==> src/rtl/wifi_tx_pkg.sv <==
// Shared definitions for the 802.11a transmit chain: rate codes, convolutional
// generators, puncture keep masks and the encoder output FSM state type.
package wifi_tx_pkg;

    localparam int SR_LEN = 6;

    localparam logic [1:0] RATE_1_2 = 2'b00;
    localparam logic [1:0] RATE_2_3 = 2'b01;
    localparam logic [1:0] RATE_3_4 = 2'b10;

    // Bit 6 taps the current input, bit 0 taps the input delayed by six.
    localparam logic [6:0] G0 = 7'o133;
    localparam logic [6:0] G1 = 7'o171;

    // Keep mask layout: {keep_a, keep_b}.
    localparam logic [1:0] KEEP_AB = 2'b11;
    localparam logic [1:0] KEEP_A  = 2'b10;
    localparam logic [1:0] KEEP_B  = 2'b01;

    typedef enum logic [1:0] {
        ST_IDLE   = 2'd0,
        ST_SEND_A = 2'd1,
        ST_SEND_B = 2'd2
    } state_t;

    // Which of A/B survive puncturing for a given rate and phase.
    // The reserved rate code behaves as rate 1/2.
    function automatic logic [1:0] keep_mask(input logic [1:0] rate, input logic [1:0] phase);
        logic [1:0] mask;
        mask = KEEP_AB;
        if (rate == RATE_2_3) begin
            if (phase == 2'd1) mask = KEEP_A;
        end else if (rate == RATE_3_4) begin
            if (phase == 2'd1) mask = KEEP_A;
            else if (phase == 2'd2) mask = KEEP_B;
        end
        return mask;
    endfunction

    // Phase after one accepted input; wraps at the puncture period of the rate.
    function automatic logic [1:0] next_phase(input logic [1:0] rate, input logic [1:0] phase);
        logic [1:0] nxt;
        nxt = 2'd0;
        if (rate == RATE_2_3) begin
            nxt = (phase == 2'd1) ? 2'd0 : 2'd1;
        end else if (rate == RATE_3_4) begin
            nxt = (phase == 2'd2) ? 2'd0 : phase + 2'd1;
        end
        return nxt;
    endfunction

endpackage

==> src/rtl/conv_enc_core.sv <==
// K=7 rate-1/2 convolutional encoder core. Owns the shift register and
// produces A/B for the bit currently presented; clear_first makes the bit
// encode as if the register were zero (start of frame).
module conv_enc_core
    import wifi_tx_pkg::*;
(
    input  logic clk,
    input  logic rst,
    input  logic bit_in,
    input  logic shift,
    input  logic clear_first,
    output logic a_bit,
    output logic b_bit
);

    logic [SR_LEN-1:0] sr;
    logic [SR_LEN-1:0] eff_sr;
    logic [6:0]        taps;

    // Generator taps over {current bit, delayed-by-1 .. delayed-by-6}.
    always_comb begin
        eff_sr = clear_first ? '0 : sr;
        taps   = {bit_in, eff_sr[0], eff_sr[1], eff_sr[2], eff_sr[3], eff_sr[4], eff_sr[5]};
        a_bit  = ^(taps & G0);
        b_bit  = ^(taps & G1);
    end

    // Shift the accepted bit in; a frame start shifts into an emptied register.
    always_ff @(posedge clk or posedge rst) begin
        if (rst) begin
            sr <= '0;
        end else if (shift) begin
            sr <= {eff_sr[SR_LEN-2:0], bit_in};
        end
    end

endmodule

==> src/rtl/conv_encoder_punct.sv <==
// 802.11a convolutional encoder with per-frame puncturing to 1/2, 2/3, 3/4.
// Takes one scrambled bit, then serialises the kept coded bits before the
// next bit is taken.
//
// Handshake: a transfer happens on a rising edge where valid & ready are both
// high. in_ready depends only on state; out_bit/out_valid come only from
// registers and hold until transferred, however long out_ready stays low.
module conv_encoder_punct
    import wifi_tx_pkg::*;
#(
    parameter int RATE_W = 2
) (
    input  logic              clk,
    input  logic              rst,
    input  logic              bit_in,
    input  logic              in_valid,
    input  logic              in_sof,
    input  logic [RATE_W-1:0] rate,
    output logic              in_ready,
    output logic              out_bit,
    output logic              out_valid,
    input  logic              out_ready
);

    state_t     state;
    state_t     state_next;
    logic [1:0] frame_rate;
    logic [1:0] phase;
    logic       a_q;
    logic       b_q;
    logic [1:0] keep_q;

    logic       accept;
    logic       xfer;
    logic [1:0] eff_rate;
    logic [1:0] eff_phase;
    logic [1:0] new_keep;
    logic       a_bit;
    logic       b_bit;

    conv_enc_core u_core (
        .clk         (clk),
        .rst         (rst),
        .bit_in      (bit_in),
        .shift       (accept),
        .clear_first (in_sof),
        .a_bit       (a_bit),
        .b_bit       (b_bit)
    );

    // A frame start takes the new rate and restarts the puncture group.
    always_comb begin
        eff_rate  = in_sof ? rate[1:0] : frame_rate;
        eff_phase = in_sof ? 2'd0 : phase;
        new_keep  = keep_mask(eff_rate, eff_phase);
    end

    // FSM state register.
    always_ff @(posedge clk or posedge rst) begin
        if (rst) begin
            state <= ST_IDLE;
        end else begin
            state <= state_next;
        end
    end

    // Next state and handshake/output decode.
    always_comb begin
        state_next = state;
        in_ready   = 1'b0;
        out_valid  = 1'b0;
        out_bit    = 1'b0;
        accept     = 1'b0;
        xfer       = 1'b0;
        case (state)
            ST_IDLE: begin
                in_ready = 1'b1;
                accept   = in_valid;
                if (in_valid) begin
                    state_next = new_keep[1] ? ST_SEND_A : ST_SEND_B;
                end
            end
            ST_SEND_A: begin
                out_valid = 1'b1;
                out_bit   = a_q;
                xfer      = out_ready;
                if (out_ready) begin
                    state_next = keep_q[0] ? ST_SEND_B : ST_IDLE;
                end
            end
            ST_SEND_B: begin
                out_valid = 1'b1;
                out_bit   = b_q;
                xfer      = out_ready;
                if (out_ready) begin
                    state_next = ST_IDLE;
                end
            end
            default: begin
                state_next = ST_IDLE;
            end
        endcase
    end

    // Latch the coded pair, its keep mask and the frame puncture context on accept.
    always_ff @(posedge clk or posedge rst) begin
        if (rst) begin
            frame_rate <= RATE_1_2;
            phase      <= 2'd0;
            a_q        <= 1'b0;
            b_q        <= 1'b0;
            keep_q     <= 2'b00;
        end else if (accept) begin
            frame_rate <= eff_rate;
            phase      <= next_phase(eff_rate, eff_phase);
            a_q        <= a_bit;
            b_q        <= b_bit;
            keep_q     <= new_keep;
        end
    end

endmodule

==> config.mk <==
export PLATFORM = sky130hd
export DESIGN_NAME = conv_encoder_punct
export DESIGN_NICKNAME = d
export VERILOG_FILES = /design/src/rtl/wifi_tx_pkg.sv /design/src/rtl/conv_enc_core.sv /design/src/rtl/conv_encoder_punct.sv
export SDC_FILE = /design/constraint.sdc
export NUM_CORES = 1
export LEC_CHECK = 0
export CORE_UTILIZATION = 52
export DETAILED_ROUTE_END_ITERATION = 12
export GPL_TIMING_DRIVEN = 0
export PLACE_DENSITY = 0.83
export RECOVER_POWER = 100
export SLEW_MARGIN = 10
export SYNTH_ARGS = -nofsm -noshare
export SYNTH_HDL_FRONTEND = slang
export SYNTH_SLANG_ARGS = --single-unit
==> constraint.sdc <==
create_clock -name clk -period 1.6 [get_ports clk]
set_input_delay 0.24 -clock clk [delete_from_list [all_inputs] [get_ports clk]]
set_output_delay 0.24 -clock clk [all_outputs]
set_load 0.05 [all_outputs]
Yosys cells after proc, flatten, opt, wreduce, memory -nomap -nowiden
Index checks and enable logic that the tools add are counted.
Widths: inputs -> output; s select.
- input port bits: 8
- logic and storage cells: 44
- output and inout port bits: 3
- register bits after elaboration: 15
- add/sub/neg operators: 1
- mux-type cells: 22
- equality and inequality tests: 9
- reductions and logical operators: 5
- operators by type and width (kind ; count):
    $mux 2 ; 14
    $reduce_xor 7->1 ; 2
    $eq 2x1->1 const B ; 3
    $eq 2x2->1 const B ; 3
    $mux 6 ; 1
    $ne 2x2->1 const B ; 3
    $pmux 2 s3 ; 1
    $mux 1 ; 5
    $reduce_and 3->1 ; 1
    $add 2x1->2 const B ; 1
    $logic_not 2->1 ; 1
    $pmux 1 s2 ; 1
    $reduce_or 2->1 ; 1

Logic depth before layout (Yosys ltp)
- depth after elaboration: 9
- gate-level depth with buffers: 7

Hierarchy
A second synthesis with hierarchy kept.
- cells, all modules: 85
- area total of the unflattened synthesis: 873.3 µm²
- modules (own cells, without submodules) (module ; instances ; seq. area each (µm²) ; cells an instance ; area each (µm²)):
    conv_encoder_punct ; 1 ; 225.2 ; 52 ; 559.3
    conv_enc_core ; 1 ; 150.1 ; 33 ; 314.1

Least setup slack after synthesis
OpenSTA, ideal clock, no wires.
- path kind: flip-flop to output port
- start point: register state[1]
- end point: output port out_bit
- path buffers: 0
- arrival time: 1.739 ns
- required time: 1.360 ns
- cell stages (with the launch flop): 4
- setup slack: -0.379 ns
- path through: dfrtp_1 inv_1 ha_1 nor2b_1
- word-level cells in the longest chain between the ends: 2
- elaborated cells on any way between the ends: 3
- those cells by class: eq/ne: 2; mux: 1
- RTL lines (element ; line ; source):
    start: declaration ; conv_encoder_punct.sv:25 ; state_t state;
    start signal: assignment ; conv_encoder_punct.sv:63 ; state <= state_next;
    $eq 2x2->1 or $eq 2x1->1 (tied branches) ; conv_encoder_punct.sv:75 ; case (state)
    $pmux 1 s2 * ; conv_encoder_punct.sv:75 ;
    end: declaration ; conv_encoder_punct.sv:20 ; output logic out_bit,
Every way passes the cells marked *; elsewhere a longest branch is shown, timed or not.

Worst setup path after layout
- start point: register state[0]
- end point: output port out_bit
Same word-level chain as after synthesis.

==> tab_implementation.tex <==
\begin{tabular}{lr}
\hline
Metric & Value \\
\hline
\multicolumn{2}{l}{\textbf{Timing}} \\
\quad Final clock period utilization by the worst path & 101\% \\
\quad Slew at the pin closest to its max-slew limit & 0.544 ns \\
\quad Worst slew margin & 63.7\% \\
\quad Setup repair after global routing missed its margin & true \\
\quad Hold Slack & 0.443 ns \\
\quad Final worst slack & -0.0176 ns \\
\quad Final period demand of the worst path & 1.62 ns \\
\quad Number of setup violations in the final report & 1 \\
\quad Pins Over Slew Limit & 0 \\
\quad Clock tree skew after final layout & 0.00308 ns \\
\quad Hold Vio Cnt, Final & 0 \\
\quad Final-layout setup total negative slack & -0.0176 ns \\
\quad F\_max & 618 MHz \\
\multicolumn{2}{l}{\textbf{Synth}} \\
\quad Synthesis Warnings & 0 \\
\quad Multiplexer fraction of the synthesized cell area & 2.79\% \\
\quad Sequential cell area fraction in the yosys report & 46.5\% \\
\quad Number of synthesized register bits & 15 \\
\quad Synthesized area per cell & 9.38 µm² \\
\quad Async set-or-reset flop fraction in the synthesized netlist & 100\% \\
\quad Post-synth EDFFs & 0 \\
\quad Leading register cell type out of synthesis & sky130\_fd\_sc\_hd\_\_dfrtp\_1 \\
\quad Adder-cell share of the synthesized area & 4.65\% \\
\quad Largest family of logic cells by synthesized area & simple AND/OR/NAND/NOR gates \\
\quad Fraction of the mapped netlist area in simple logic gates & 19.8\% \\
\quad Area fraction in compound gates after synthesis & 16.3\% \\
\quad Post-Synthesis Cell Area & 807 µm² \\
\quad Synthesized-area fraction occupied by xor and xnor cells & 6.20\% \\
\quad Number of unique standard cell types used by synthesis & 23 \\
\quad Gate Count Post-Synth & 86 \\
\quad Net count of the mapped netlist & 97 \\
\multicolumn{2}{l}{\textbf{Clock network}} \\
\quad Sinks on Clock Net & 15 \\
\quad Clock edge transition at the registers on the reported setup and hold paths & 0.09 ns \\
\quad Later-pin clock latency in the skew report & 0.28 ns \\
\quad Clock tree buffer depth & 2 \\
\quad Hold buffer count at cts & 0 \\
\quad Clock tree root buffer cell & sky130\_fd\_sc\_hd\_\_clkbuf\_4 \\
\quad CTS buffer count & 3 \\
\quad Clock tree from TritonCTS & yes \\
\quad H-tree levels & 1 \\
\multicolumn{2}{l}{\textbf{Cells and area}} \\
\quad Final design area excluding fillers & 1020 µm² \\
\quad \# nets final & 116 \\
\quad Non-Filler Instances & 119 \\
\quad Most frequent cells in the layout & sky130\_fd\_sc\_hd\_\_dfrtp\_1, sky130\_fd\_sc\_hd\_\_nand2\_1, sky130\_fd\_sc\_hd\_\_o21ai\_0, sky130\_fd\_sc\_hd\_\_nand2b\_1, sky130\_fd\_sc\_hd\_\_clkdlybuf4s50\_1 \\
\quad Most common library cell in the layout ignoring fill and taps & sky130\_fd\_sc\_hd\_\_dfrtp\_1 \\
\quad Area growth from synthesis to layout & 26.2\% \\
\quad \# diodes & 0 \\
\quad Fraction of layout cells with a size suffix above 1 & 20.2\% \\
\multicolumn{2}{l}{\textbf{Critical path}} \\
\quad Class of the most critical setup path & register to output pin \\
\quad Maximum fanout count along the critical path & 3 \\
\quad Data required time of the worst path & 1.36 ns \\
\quad Data arrival time at the worst-slack endpoint & 1.38 ns \\
\quad Startpoint type of the worst setup path & register \\
\quad Reg2Reg Setup Slack & 0.06 ns \\
\quad Crit path capture type & output pin \\
\multicolumn{2}{l}{\textbf{Floorplanning}} \\
\quad Initial standard-cell utilization of the core & 59.1\% \\
\quad Overall die area & 1710 µm² \\
\quad Die W & 41.4 µm \\
\quad Num ports & 11 \\
\quad Placeable core region & 1370 µm² \\
\quad Placement Rows & 13 \\
\quad Die height & 41.4 µm \\
\multicolumn{2}{l}{\textbf{Routing}} \\
\quad Vias & 680 \\
\quad Routed wire length & 1640 µm \\
\quad Routed vias/inst & 5.71 \\
\quad Number of DRC violations after detailed routing & 0 \\
\quad Antenna Violating Nets Remaining & 0 \\
\quad DRC violation total after the first TritonRoute iteration & 21 \\
\quad Drt first pass iters & 4 \\
\quad Wire length per cell after detailed routing & 13.8 µm \\
\multicolumn{2}{l}{\textbf{Flow run}} \\
\quad Max-cap violation count & 0 \\
\multicolumn{2}{l}{\textbf{Pwr}} \\
\quad Switching Share & 42.6\% \\
\quad P\_sw & 0.000807 W \\
\quad Maximum VDD drop & 0.000943 V \\
\quad Combinational share of power & 54.7\% \\
\quad Cell internal pwr & 0.00109 W \\
\quad Total Power Consumption & 0.00189 W \\
\quad Sequential fraction of design power & 34.1\% \\
\quad Static leakage power & 0.455 nW \\
\quad Pwr dens & 1860 nW/µm² \\
\quad Clock network power share & 11.2\% \\
\multicolumn{2}{l}{\textbf{GRT}} \\
\quad Antenna violations before repair & 0 \\
\quad Largest net degree at the start of global routing & 16 \\
\quad First-pass GRT wire length & 2370 µm \\
\quad Total GRT Usage & 22.0\% \\
\quad Overflow left after global routing & 0 \\
\quad Number of global-route vias before repair & 611 \\
\multicolumn{2}{l}{\textbf{Place}} \\
\quad Sum of net half-perimeters after detailed placement & 1100 µm \\
\quad Area post-placement & 946 µm² \\
\quad Final weighted congestion of routability-driven global placement & 0.749 \\
\quad Quantity of I/O buffers inserted on ports & 10 \\
\quad Number of placed instances with taps included & 111 \\
\multicolumn{2}{l}{\textbf{Status}} \\
\quad Failing checks & setup timing \\
\quad Run status & finished with violations \\
\multicolumn{2}{l}{\textbf{Min path}} \\
\quad Worst Hold Class & primary input to async pin \\
\hline
\end{tabular}
state kept, by name (all words and copies together), names as in the netlist:
name        count
u_core.sr       6
frame_rate      2
phase           2
state           2
a_q             1
b_q             1
keep_q          1
Yosys cell counts (2+ instances only):
master                     number  share of area (%)
sky130_fd_sc_hd__inv_1          5                2.3
sky130_fd_sc_hd__or4_1          2                1.9
sky130_fd_sc_hd__nand2_1       14                6.5
sky130_fd_sc_hd__xor2_1         2                2.2
sky130_fd_sc_hd__nand2b_1       8                6.2
sky130_fd_sc_hd__nor2_1         2               0.93
sky130_fd_sc_hd__a21oi_1        3                1.9
sky130_fd_sc_hd__clkbuf_1       3                1.4
sky130_fd_sc_hd__o21ai_0       12                7.4
sky130_fd_sc_hd__nand3_1        3                1.9
sky130_fd_sc_hd__a21o_1         3                2.8
sky130_fd_sc_hd__ha_1           3                4.7
sky130_fd_sc_hd__mux2_2         2                2.8
sky130_fd_sc_hd__dfrtp_1       15                 47
routing by layer:
layer / share of wire (%) / GRT usage (%) / wire [µm] / vias up
met5: 0 / 0 / 0 / -
met4: 2.1 / 11.3 / 34 / 0
met3: 7.7 / 6.91 / 127 / 6
met2: 47 / 35.2 / 775 / 34
met1: 43 / 26.3 / 703 / 309
li1: - / - / - / 331
stage by stage:
step                setup slack (ns)  utilization, %
floorplan                      0.103               -
global placement              -0.358            69.2
detailed placement            -0.385            69.2
CTS                          -0.0156            73.0
global route                 -0.0900            74.5
finish                       -0.0176            74.5
final timing paths:
kind,startpoint,endpoint,depth (start not counted)
max in group asynchronous,rst,phase[0],2
worst min register to register,keep_q[0],keep_q[0],2
worst max-delay path,state[0],out_bit,5
worst max register to register,u_core.sr[1],b_q,4
min in group clk,keep_q[0],keep_q[0],2
worst min-delay path,rst,u_core.sr[0],2
critical path, cell delays in order, from the launching register on:
cell	delay, ns
sky130_fd_sc_hd__dfrtp_1	0.44
sky130_fd_sc_hd__inv_2	0.12
sky130_fd_sc_hd__ha_2	0.21
sky130_fd_sc_hd__a22oi_2	0.07
sky130_fd_sc_hd__nor2b_4	0.11
sky130_fd_sc_hd__buf_6	0.15
power by group through the flow:
stage	registers, W	clock network (W)	logic, W
CTS	0.000643	0.000217	0.000972
global route	0.000668	0.000230	0.00113
global placement	0.000637	0	0.000911
finish	0.000646	0.000213	0.00104
floorplan	0.000617	0	0.000776
detailed placement	0.000644	0	0.000934
repair_timing:
| action | in CTS | in global routing |
|---|---|---|
| gates resized for setup | 21 | 5 |
| pin swaps | 1 | 1 |
| setup endpoints to repair | 13 | 11 |
| buffers inserted | 2 | 2 |
layout make-up:
| cell class | count | area (µm²) |
|---|---|---|
| Multi-Input combinational cell | 63 | 442 |
| Sequential cell | 15 | 375 |
| Fill cell | 114 | 348 |
| Timing Repair Buffer | 14 | 124 |
| Clock buffer | 4 | 26.3 |
| Inverter | 5 | 18.8 |
| Tap cell | 15 | 18.8 |
| Buffer | 3 | 13.8 |
logic make-up (layout without fill, tap and decap cells):
family	Yosys count	count (layout)
XOR/XNOR	4	4
buffers and inverters	8	26
AO/OA/AOI/OAI	22	22
AND/OR/NAND/NOR	32	32
adder cells (fa/ha/maj)	3	3
flip-flops	15	15
multiplexers	2	2
Power figures use the tool's default switching activity.
==> patch: new RTL, same settings <==
Re-encode `state_t` (3 states) as one-hot, 3 bits wide.
--- a/src/rtl/wifi_tx_pkg.sv
+++ b/src/rtl/wifi_tx_pkg.sv
@@ -18,8 +18,8 @@
     localparam logic [1:0] KEEP_B  = 2'b01;
 
-    typedef enum logic [1:0] {
-        ST_IDLE   = 2'd0,
-        ST_SEND_A = 2'd1,
-        ST_SEND_B = 2'd2
+    typedef enum logic [2:0] {
+        ST_IDLE   = 3'b001,
+        ST_SEND_A = 3'b010,
+        ST_SEND_B = 3'b100
     } state_t;
 
Function: no difference found for any inputs over 10 cycles, from zero or initial values and one cycle with rst high; not proved beyond that.
==> patch against the unedited design <==
The flow still finishes with violations (negative setup slack); register-to-register slack worse by 0.16 ns; worst setup slack worse by 0.084 ns; design area up 6.1%; area after synthesis up 8.1%; critical path depth unchanged; sequential cell count up 1; power up 11%; die area up 7.7%; wire length up 10%; critical path type is now flip-flop to flip-flop; critical endpoint is now b_q$_DFFE_PP0P_.
==> patch: results (changes against the unedited design) <==
[run_status]
status=finished, violations left  ; unchanged
violations=negative setup slack  ; unchanged

[finish]
fill_cells=111  ; was 114
drive_gt1_share_pct=21.1  ; was 20.2%

[global_routing]
grt_pass1_vias=647  ; was 611
grt_pass1_wl_mm=2.99  ; was 2.37 mm
grt_max_degree=17  ; was 16
grt_use_total_pct=22.8  ; was 22.0%

[synthesis]
synthTopCellsByCount=dfrtp_1, nand2_1, o21ai_0  ; unchanged
syn_nets=100  ; was 97
synth_area_leaders=dfrtp_1, o21ai_0, nand2_1, nand2b_1, nand3b_1  ; was dfrtp_1, o21ai_0, nand2_1, nand2b_1, ha_1
avgSynthCellArea_um2=9.48  ; was 9.38 µm²

[setup_path]
crit_family=simple AND/OR/NAND/NOR gates  ; was flip-flops
critPathMaxFanout=4  ; was 3
cpMaxStageDelayCell=dfstp_2  ; was dfrtp_1
crit_path_max_incr_delay_ns=0.53  ; was 0.44 ns
setup.worst_path.end=b_q$_DFFE_PP0P_  ; was out_bit
r2r_cells=5  ; was 4

[route]
drtIter0Drc=24  ; was 21
vias_per_cell=5.96  ; was 5.71
wl_per_cell_um=14.5  ; was 13.8 µm

[clock_network]
postCtsSetupBuffers=4  ; was 2

[timing]
hold_slack_ns=0.442  ; was 0.443 ns
worst_slack_ns=-0.102  ; was -0.0176 ns
finalSetupViolCount=6  ; was 1
relSlewSlack_pct=59.1  ; was 63.7%
fin_skew_ns=0.00550  ; was 0.00308 ns
setup_tns_ns=-0.396  ; was -0.0176 ns

[placed_design]
dp_hpwl_mm=1.20  ; was 1.10 mm
place.gp.congestion=0.755  ; was 0.749
placed_area_um2=1010  ; was 946 µm²

==> patch: kinds of logic (layout without fill, tap and decap cells) <==
logic type / count (synthesis) / after routing / share of synthesized area [%]
compound gates: 20 / 20 / 13.8
flops: 16 / 16 / 46.1
buf+inv: 7 / 24 / 3.73
simple gates: 41 / 41 / 26.3
mux: 2 / 2 / 2.58
xor+xnor: 6 / 6 / 7.60
==> patch: power by group <==
group | internal (mW) | total [mW] | switching [mW]
registers | 0.583 | 0.756 | 0.173
logic | 0.522 | 1.12 | 0.597
clock network | 0.0972 | 0.227 | 0.130
total | 1.20 | 2.10 | 0.900
==> patch: through the flow <==
stage	worst slack, ns	util (%)
6_report	-0.102	70.1
5_1_grt	-0.160	70.1
4_1_cts	-0.111	69.6
3_5_place_dp	-0.522	65.4
3_3_place_gp	-0.518	65.4
2_1_floorplan	-0.139	-
==> patch: cell type report <==
class / instances / area share [%]
Sequential cell: 16 / 37.3
Clock buffer: 4 / 2.43
Buffer: 3 / 1.50
Tap cell: 16 / 1.85
Multi-Input combinational cell: 69 / 42.5
Timing Repair Buffer: 14 / 12.3
Inverter: 3 / 2.20
==> patch: metal layers <==
layer / share of wire, % / routed length, µm / vias up / global-route usage [%]
met2: 48 / 869 / 19 / 35.2
met3: 3.7 / 67 / 5 / 4.26
met5: 0 / 0 / - / 0
met1: 45 / 822 / 364 / 29.4
met4: 2.9 / 53 / 0 / 14.5
li1: - / - / 357 / -
==> patch: worst reg2reg max path: cells and delay by family, from the launching register on <==
kind                   cells  cell delay (ns)
buffers and inverters      1             0.08
flip-flops                 1             0.53
AND/OR/NAND/NOR            4             1.04
